<file path="src/rtl/gp_colour_pkg.sv">
// Shared colour-path constants for the graphics effect units: HSV/RGB565 field
// widths, the hue wrap point and the arbiter FSM state encoding.
package gp_colour_pkg;

    localparam int HUE_MAX  = 360;
    localparam int RGB565_W = 16;
    localparam int H_W      = 9;
    localparam int S_W      = 8;
    localparam int V_W      = 8;
    localparam int CNT_W    = 3;

    localparam logic [1:0] ENC_IDLE  = 2'd0;
    localparam logic [1:0] ENC_ISSUE = 2'd1;
    localparam logic [1:0] ENC_WAIT  = 2'd2;
    localparam logic [1:0] ENC_RESP  = 2'd3;

    typedef enum logic [1:0] {
        ST_IDLE  = ENC_IDLE,
        ST_ISSUE = ENC_ISSUE,
        ST_WAIT  = ENC_WAIT,
        ST_RESP  = ENC_RESP
    } arb_state_t;

    // Raw hue spans 0..511; fold 360..511 back onto 0..151 so the converter
    // only ever sees a hue in 0..359.
    function automatic logic [H_W-1:0] norm_hue(input logic [H_W-1:0] h);
        return (h >= H_W'(HUE_MAX)) ? (h - H_W'(HUE_MAX)) : h;
    endfunction

endpackage

</file>
<file path="src/rtl/rr_priority_pick.sv">
// Combinational round-robin picker: first set request at or above ptr, with
// wrap-around, returned both one-hot and as an encoded index.
module rr_priority_pick #(
    parameter int NUM_REQ = 4,
    parameter int IDX_W   = 2
) (
    input  logic [NUM_REQ-1:0] req,
    input  logic [IDX_W-1:0]   ptr,
    output logic [NUM_REQ-1:0] grant,
    output logic [IDX_W-1:0]   index
);

    logic found;
    int   cand;

    always_comb begin
        grant = '0;
        index = '0;
        found = 1'b0;
        cand  = 0;
        for (int off = 0; off < NUM_REQ; off++) begin
            // Explicit compare keeps the wrap correct for non-power-of-two NUM_REQ.
            cand = int'(ptr) + off;
            if (cand >= NUM_REQ) begin
                cand = cand - NUM_REQ;
            end
            for (int i = 0; i < NUM_REQ; i++) begin
                if (!found && (cand == i) && req[i]) begin
                    found    = 1'b1;
                    grant[i] = 1'b1;
                    index    = IDX_W'(i);
                end
            end
        end
    end

endmodule

</file>
<file path="src/rtl/hsv_conv_arbiter.sv">
// Round-robin arbiter sharing one external HSV->RGB565 converter between
// NUM_REQ requesters; one job in flight, result returned tagged with its id.
module hsv_conv_arbiter
    import gp_colour_pkg::*;
#(
    parameter int NUM_REQ  = 4,
    parameter int ID_W     = 2,
    parameter int CONV_LAT = 1
) (
    input  logic                     clk,
    input  logic                     rst_n,
    input  logic [NUM_REQ-1:0]       req_valid,
    input  logic [H_W*NUM_REQ-1:0]   req_h,
    input  logic [S_W*NUM_REQ-1:0]   req_s,
    input  logic [V_W*NUM_REQ-1:0]   req_v,
    output logic [NUM_REQ-1:0]       req_ready,
    output logic [H_W-1:0]           conv_h,
    output logic [S_W-1:0]           conv_s,
    output logic [V_W-1:0]           conv_v,
    input  logic [RGB565_W-1:0]      conv_rgb,
    output logic                     resp_valid,
    output logic [ID_W-1:0]          resp_id,
    output logic [RGB565_W-1:0]      resp_rgb,
    output logic                     busy
);

    arb_state_t          state;
    arb_state_t          state_nxt;
    logic [CNT_W-1:0]    cnt;
    logic [ID_W-1:0]     ptr;
    logic [ID_W-1:0]     gnt_id;
    logic [NUM_REQ-1:0]  pick_onehot;
    logic [ID_W-1:0]     pick_idx;
    logic                grant_en;
    logic                resp_load;
    logic [H_W-1:0]      sel_h;
    logic [S_W-1:0]      sel_s;
    logic [V_W-1:0]      sel_v;

    rr_priority_pick #(
        .NUM_REQ (NUM_REQ),
        .IDX_W   (ID_W)
    ) u_pick (
        .req   (req_valid),
        .ptr   (ptr),
        .grant (pick_onehot),
        .index (pick_idx)
    );

    always_comb begin
        sel_h = '0;
        sel_s = '0;
        sel_v = '0;
        for (int i = 0; i < NUM_REQ; i++) begin
            if (pick_idx == ID_W'(i)) begin
                sel_h = req_h[H_W*i +: H_W];
                sel_s = req_s[S_W*i +: S_W];
                sel_v = req_v[V_W*i +: V_W];
            end
        end
    end

    always_ff @(posedge clk or negedge rst_n) begin
        if (!rst_n) begin
            state <= ST_IDLE;
        end else begin
            state <= state_nxt;
        end
    end

    // req_ready is masked during reset so the accept pulse is also cleared
    // asynchronously, like every registered output.
    always_comb begin
        state_nxt = state;
        req_ready = '0;
        grant_en  = 1'b0;
        resp_load = 1'b0;
        case (state)
            ST_IDLE: begin
                if (|req_valid) begin
                    req_ready = rst_n ? pick_onehot : '0;
                    grant_en  = 1'b1;
                    state_nxt = ST_ISSUE;
                end
            end
            ST_ISSUE: begin
                if (CONV_LAT == 0) begin
                    resp_load = 1'b1;
                    state_nxt = ST_RESP;
                end else begin
                    state_nxt = ST_WAIT;
                end
            end
            ST_WAIT: begin
                if (cnt == CNT_W'(1)) begin
                    resp_load = 1'b1;
                    state_nxt = ST_RESP;
                end
            end
            ST_RESP: begin
                state_nxt = ST_IDLE;
            end
            default: begin
                state_nxt = ST_IDLE;
            end
        endcase
    end

    // Response fields are loaded on the edge into RESP so they are visible
    // during the single RESP cycle together with resp_valid.
    always_ff @(posedge clk or negedge rst_n) begin
        if (!rst_n) begin
            conv_h     <= '0;
            conv_s     <= '0;
            conv_v     <= '0;
            gnt_id     <= '0;
            cnt        <= '0;
            ptr        <= '0;
            resp_valid <= 1'b0;
            resp_id    <= '0;
            resp_rgb   <= '0;
        end else begin
            resp_valid <= resp_load;
            if (grant_en) begin
                conv_h <= norm_hue(sel_h);
                conv_s <= sel_s;
                conv_v <= sel_v;
                gnt_id <= pick_idx;
            end
            if (state == ST_ISSUE) begin
                cnt <= CNT_W'(CONV_LAT);
            end else if (state == ST_WAIT) begin
                cnt <= cnt - CNT_W'(1);
            end
            if (resp_load) begin
                resp_rgb <= conv_rgb;
                resp_id  <= gnt_id;
                ptr      <= (gnt_id == ID_W'(NUM_REQ - 1)) ? '0 : (gnt_id + ID_W'(1));
            end
        end
    end

    assign busy = (state != ST_IDLE);

endmodule

</file>
<file path="config.mk">
export PLATFORM = sky130hd
export DESIGN_NAME = hsv_conv_arbiter
export DESIGN_NICKNAME = d
export VERILOG_FILES = /design/src/rtl/gp_colour_pkg.sv /design/src/rtl/rr_priority_pick.sv /design/src/rtl/hsv_conv_arbiter.sv
export SDC_FILE = /design/constraint.sdc
export NUM_CORES = 1
export LEC_CHECK = 0
export BUFFER_PORTS_ARGS = -buffer_cell sky130_fd_sc_hd__buf_2
export CORE_ASPECT_RATIO = 0.75
export CORE_UTILIZATION = 35
export DETAILED_ROUTE_END_ITERATION = 7
export PLACE_DENSITY = 0.66
export REMOVE_ABC_BUFFERS = 1
export SLEW_MARGIN = 20
export SYNTH_ARGS = -nofsm -noshare
export SYNTH_HDL_FRONTEND = slang
export SYNTH_SLANG_ARGS = --single-unit
export TNS_END_PERCENT = 5
</file>
<file path="constraint.sdc">
create_clock -name clk -period 2.8 [get_ports clk]
set_clock_uncertainty 0.1 [all_clocks]
set_input_delay 0.14 -clock clk [delete_from_list [all_inputs] [get_ports clk]]
set_output_delay 0.14 -clock clk [all_outputs]
set_load 0.02 [all_outputs]
</file>
== After elaboration in Yosys (flattened, before gate mapping) ==
Cells that the tools add are included.

* Logic and storage cells: 178
* Flip-flop bits (word level): 53
* Output and inout bits: 49

* Equal/unequal tests: 22
* Muxes and demuxes: 75
* Reductions and logical operators: 56
* Order comparisons: 5
* Add/subtract/negate cells: 10

{| class="wikitable"
|+ Operators by type and width
! cell !! number
|-
| 32-bit by 3-bit == test with 1-bit output (second input constant) || 8
|-
| 32-bit by 2-bit == test with 1-bit output (second input constant) || 4
|-
| 32-bit zero test || 4
|-
| 32-bit two-way mux || 4
|-
| 32-bit by 4-bit >= comparator with 1-bit output (second input constant) || 3
|-
| 32-bit by 4-bit subtractor with 32-bit output (second input constant) || 3
|-
| 8-bit two-way mux || 8
|-
| 9-bit two-way mux || 5
|-
| 1-bit two-way mux || 35
|-
| 2-bit two-way mux || 17
|-
| 1-bit logical AND || 31
|-
| 1-bit zero test || 15
|-
| 4-bit two-way mux || 3
|-
| 2-bit == test (second input constant) || 5
|-
| 9-bit >= comparator (second input constant) || 1
|-
| 9-bit subtractor (second input constant) || 1
|-
| 2-bit case mux with 4 select lines || 1
|-
| 2-bit by 2-bit adder with 3-bit output (second input constant) || 2
|-
| 3-bit two-way mux || 2
|-
| 2-bit by 1-bit == test with 1-bit output (second input constant) || 2
|-
| 2-bit zero test || 2
|-
| 2-bit != test (second input constant) || 2
|-
| 2-bit nonzero test || 2
|-
| 4-bit OR reduction || 1
|-
| other kinds (7) || 7
|}

== Logic depth before layout (Yosys ltp) ==
* Word-level depth: 72
* Gate-level depth with buffers: 11
* Gate-level depth less buffers: 8

== By module ==
A second synthesis with hierarchy kept.

* Cell total of the unflattened synthesis: 274
* Area total of the unflattened synthesis: 3081.7 um^2

{| class="wikitable"
|+ By module, submodules not included
! module !! area an instance (um^2) !! cells an instance !! instances
|-
| hsv_conv_arbiter || 2892.8 || 246 || 1
|-
| rr_priority_pick || 188.9 || 28 || 1
|}

== Worst setup path after synthesis ==
Ideal clock, no wire load.

* Path type: reg2reg
* From: register ptr[0]
* To: register conv_h[3]
* Slack: 0.309 ns
* Clock period less this slack: 2.491 ns
* Arrival: 2.322 ns
* Data required time: 2.631 ns
* Setup time: 0.069 ns
* Path buffers: 1
* Cell stages (with the launch flop): 10
* Cells stage by stage: dfrtp_1 > or2b_1 > nand2_1 > and3_4 > buf_6 > or4_4 > a32oi_4 > a211oi_2 > or4b_1 > nand3_1

* Word-level cells in the longest chain between the ends: 72

{| class="wikitable"
|+ Ends and longest elaborated chain
! what !! line !! text
|-
| start, declared || hsv_conv_arbiter.sv:30 || <nowiki>logic [ID_W-1:0] ptr;</nowiki>
|-
| start signal, assigned || hsv_conv_arbiter.sv:138 || <nowiki>ptr <= (gnt_id == ID_W'(NUM_REQ - 1)) ? '0 : (gnt_id + ID_W'(1));</nowiki>
|-
| 2-bit by 3-bit subtractor with 4-bit output / 2-bit by 3-bit >= comparator with 1-bit output (equally long branches) || rr_priority_pick.sv:25, rr_priority_pick.sv:24 ||
|-
| 32-bit two-way mux || rr_priority_pick.sv:24 || <nowiki>if (cand >= NUM_REQ) begin</nowiki>
|-
| 32-bit zero test || rr_priority_pick.sv:28 || <nowiki>if (!found && (cand == i) && req[i]) begin</nowiki>
|-
| 1-bit logical AND || rr_priority_pick.sv:28 ||
|-
| 1-bit two-way mux || rr_priority_pick.sv:28 ||
|-
| 1-bit zero test || rr_priority_pick.sv:28 ||
|-
| 1-bit logical AND (2 in a row) || rr_priority_pick.sv:28 ||
|-
| 1-bit two-way mux || rr_priority_pick.sv:28 ||
|-
| [... 52 more ...] || -- ||
|-
| 1-bit zero test || rr_priority_pick.sv:28 ||
|-
| 1-bit logical AND (2 in a row) || rr_priority_pick.sv:28 ||
|-
| 2-bit two-way mux (*) || rr_priority_pick.sv:28 ||
|-
| 2-bit zero test || hsv_conv_arbiter.sv:55 || <nowiki>if (pick_idx == ID_W'(i)) begin</nowiki>
|-
| 9-bit two-way mux (3 in a row) || hsv_conv_arbiter.sv:55 ||
|-
| 9-bit two-way mux (*) || hsv_conv_arbiter.sv:55 ||
|-
| 9-bit subtractor / 9-bit >= comparator (equally long branches) || gp_colour_pkg.sv:27 || <nowiki>return (h >= H_W'(HUE_MAX)) ? (h - H_W'(HUE_MAX)) : h;</nowiki>
|-
| 9-bit two-way mux (*) || gp_colour_pkg.sv:27 ||
|-
| end signal, assigned || hsv_conv_arbiter.sv:125 || <nowiki>conv_h <= norm_hue(sel_h);</nowiki>
|-
| end, declared || hsv_conv_arbiter.sv:17 || <nowiki>output logic [H_W-1:0] conv_h,</nowiki>
|}

Mark *: on every way between the ends. The rest lies on a longest branch, timed or not.
A chain may end at the register's enable or synchronous reset.

== Worst setup path in the final report ==
* From: register ptr[1]
* To: register conv_h[3]

The elaborated chain is that of the path after synthesis.

==> results by group <==
Outcome
  • Status: finished clean

Worst setup path
  • Crit path max fanout: 9
  • Crit path launch type: flip-flop
  • CP Class: reg -> reg
  • Worst r2r dst: conv_h[3]
  • Worst reg2reg path depth: 8
  • Reg2reg setup slack: 0.18 ns
  • Required time worst endpoint: 2.92 ns
  • Worst R2R Start: ptr[1]
  • CP Capture Type: flip-flop
  • Critical path arrival: 2.74 ns

Routing
  • First DRT Iteration DRCs: 129
  • Vias per cell: 5.08
  • DRT Pass-1 Iters: 4
  • WL/cell: between 10 and 15 um
  • Antenna viol nets, final: 0
  • Drc violations: 0
  • Post-Route WL: 9090 um
  • DR vias: 3322

Floorplan
  • Die width: 110 um
  • Ports: about 170
  • Row count: 29
  • Die height: slightly above 80 um
  • DIE AREA: 0.00906 mm2
  • Initial Utilization: between 30% and 40%
  • CORE AREA: 0.00845 mm2

Clock network
  • Maximum root-to-sink buffer count: 2
  • CTS root buffer: clkbuf_16
  • Max H-tree Level: 2
  • Clk_lat worst skew: 0.29 ns
  • Clk slew on worst S/H paths: 0.07 ns
  • Clk sinks: 53
  • Post-CTS Setup Repair Bufs: 0
  • TritonCTS Buffers: 5
  • CTS tree: done

Global route
  • Met2 GRT Util: 33.4%
  • Initial antenna violation count: 1
  • Pin count of the biggest net entering global routing: 54
  • Congestion Overflow GR: 0
  • GRT busiest layer: met2
  • Vias in the first global route: 2937
  • GRT Total Usage: 20.1%
  • First-pass GRT wire length: 13900 um
  • Met3 Resource Use GR: 3.69%
  • Met1 Usage GRT: 25.6%

Synthesis
  • Top cells by area, synth: dfrtp_1 44%, nand2_1 11%, o21ai_0 4.4%
  • Register bit total from synthesis: 53
  • Most used flip-flop cell after synthesis: dfrtp_1
  • Post-synthesis instance total: 368
  • Syn Area/Cell: 8.26 um2
  • Yosys warns: 0
  • Post-synth EDFFs: 0
  • Distinct cell type count after synthesis: 54
  • Mapped Area: 0.00304 mm2
  • Seq/Total Area, Yosys: 43.7%
  • Ys async rst share: between 90% and 100%
  • Post-synth top area cell: dfrtp_1
  • Area share of the largest cell type after synthesis: 43.7%

Power
  • Power Dens Cells: 1040 mW/mm2
  • VDD IR max: 0.000455 V
  • LEAKAGE: 2.22 nW

Hold path
  • Worst hold path class: in -> reg
  • Hold path depth: 3
  • Hold Startpoint: req_s[29]
  • Hold Path Sink: conv_s[5]

Run
  • MaxCap Viol Count: 0

Placement
  • Pre-CTS setup slack: ~0.15 ns
  • GP Congestion: 0.863
  • Dpl hpwl: 6690 um
  • I/O Buffers: 170

STA
  • Count of final hold-check violations: 0
  • Post-layout min period: between 2 and 3 ns
  • Maximum clock rate: between 0.3 and 0.4 GHz
  • Final hold slack: 0.0295 ns
  • Crit share post-route: 93.5%
  • Worst setup margin: 0.181 ns
  • Final Max Slew Viols: 0
  • Unrepaired setup endpoints after global routing: no
  • Count of final setup violators: 0
  • Max_slew headroom: 54.6%
  • Worst Tran Pin Value: between 0.6 and 0.7 ns

Cells and area
  • Share of cells above drive strength 1: 36.9%
  • Core Util, Final: between 50% and 60%
  • Fillcell total: 814
  • Layout Nets: 673
  • Area Overhead vs Synth: 40.9%
==> worst max-delay path, cell delays in order, from the launching register on <==
cell and delay [ns]:
dfrtp_1 0.47, inv_1 0.20, a31oi_1 0.16, and2_2 0.25
or4_4 0.44, a32oi_4 0.29, a211oi_2 0.08, or4b_1 0.48
nand3_1 0.08
==> layout by cell type (no fill, tap or decap), types with 4 or more instances in the layout <==
cell and count:
a21oi_1 26, a22oi_1 5, buf_2 170, buf_4 7, clkbuf_16 5, dfrtp_1 53
dlygate4sd3_1 17, ha_1 6, inv_1 10, mux2i_1 4, nand2_1 89, nand3_1 6
nor2_1 32, nor3_1 16, o21ai_0 26, o22ai_1 20
==> cells in the mapped netlist, types with 2 or more instances <==
library cell	number
nand3_1	6
nor3_1	16
o31ai_1	3
buf_6	3
o2bb2ai_1	2
mux2i_1	4
clkbuf_1	17
mux2_2	2
inv_1	10
buf_4	3
nand2b_1	2
nor2_1	32
a211oi_1	3
a31oi_1	3
a21oi_1	26
nand2_1	89
dfrtp_1	53
a22oi_1	5
ha_1	6
a211oi_2	2
o21ai_1	2
o22ai_1	20
o21ai_0	27
a21o_1	2
==> power breakdown <==
| part | leakage, nW | switching [W] | internal [W] |
|---|---|---|---|
| clock | 0.0797 | 0.000274 | 0.000416 |
| sequential | 0.649 | 0.000208 | 0.00115 |
| combinational | 1.50 | 0.00152 | 0.000895 |
| total | 2.22 | 0.00200 | 0.00246 |
==> flip-flops by register name, indices dropped and copies added (netlist names) <==
register / flops
conv_s: 8
resp_id: 2
ptr: 2
conv_v: 8
resp_valid: 1
state: 2
cnt: 3
conv_h: 9
gnt_id: 2
resp_rgb: 16
==> routing by layer <==
layer / vias to the layer above / wire (um)
met1: 1521 / 3860
met2: 133 / 4280
met4: 0 / 243
met3: 19 / 711
li1: 1649 / -
met5: - / 0
==> how the worst max path moves through the flow <==
stage                     startpoint   endpoint  slack [ns]
after floorplan               ptr[1]  conv_h[6]       -0.13
after global placement        ptr[1]  conv_h[3]        0.23
after detailed placement      ptr[1]  conv_h[3]        0.15
after CTS                     ptr[1]  conv_h[3]        0.11
after global routing          ptr[1]  conv_v[4]        0.01
final                         ptr[1]  conv_h[3]        0.18
==> kinds of logic after synthesis <==
| kind of cell | count (synthesis) | synth area share [%] |
|---|---|---|
| AND/OR/NAND/NOR | 161 | 23.2 |
| adder cells (fa/ha/maj) | 6 | 2.47 |
| buffers and inverters | 34 | 5.64 |
| multiplexers | 6 | 2.06 |
| flip-flops | 53 | 43.7 |
| AO/OA/AOI/OAI | 108 | 22.9 |
==> final cells by class <==
type                            count  area, um2  share of cell area (%)
Sequential cell                    53       1330                    31.0
Inverter                           10       37.5                   0.877
Timing Repair Buffer              194       1070                    25.1
Antenna cell                        1       2.50                  0.0584
Clock buffer                        5        125                    2.92
Tap cell                          108        135                    3.16
Multi-Input combinational cell    281       1550                    36.1
Clock inverter                      2       35.0                   0.818
==> metrics by stage <==
step,power [W],instance area [um2],setup TNS (ns),instances
after floorplan,0.00296,2900,-0.242,344
after global placement,0.00371,3950,0,629
after detailed placement,0.00378,3950,0,629
after CTS,0.00450,4280,0,653
after global routing,0.00484,4280,0,654
final,0.00446,4280,0,654
==> timing repair <==
action,in CTS,in global routing
endpoints found under the hold margin,69,0
resized for setup,0,3
hold buffers,17,0
setup endpoints to repair,0,5
Power figures use the tool's default switching activity.
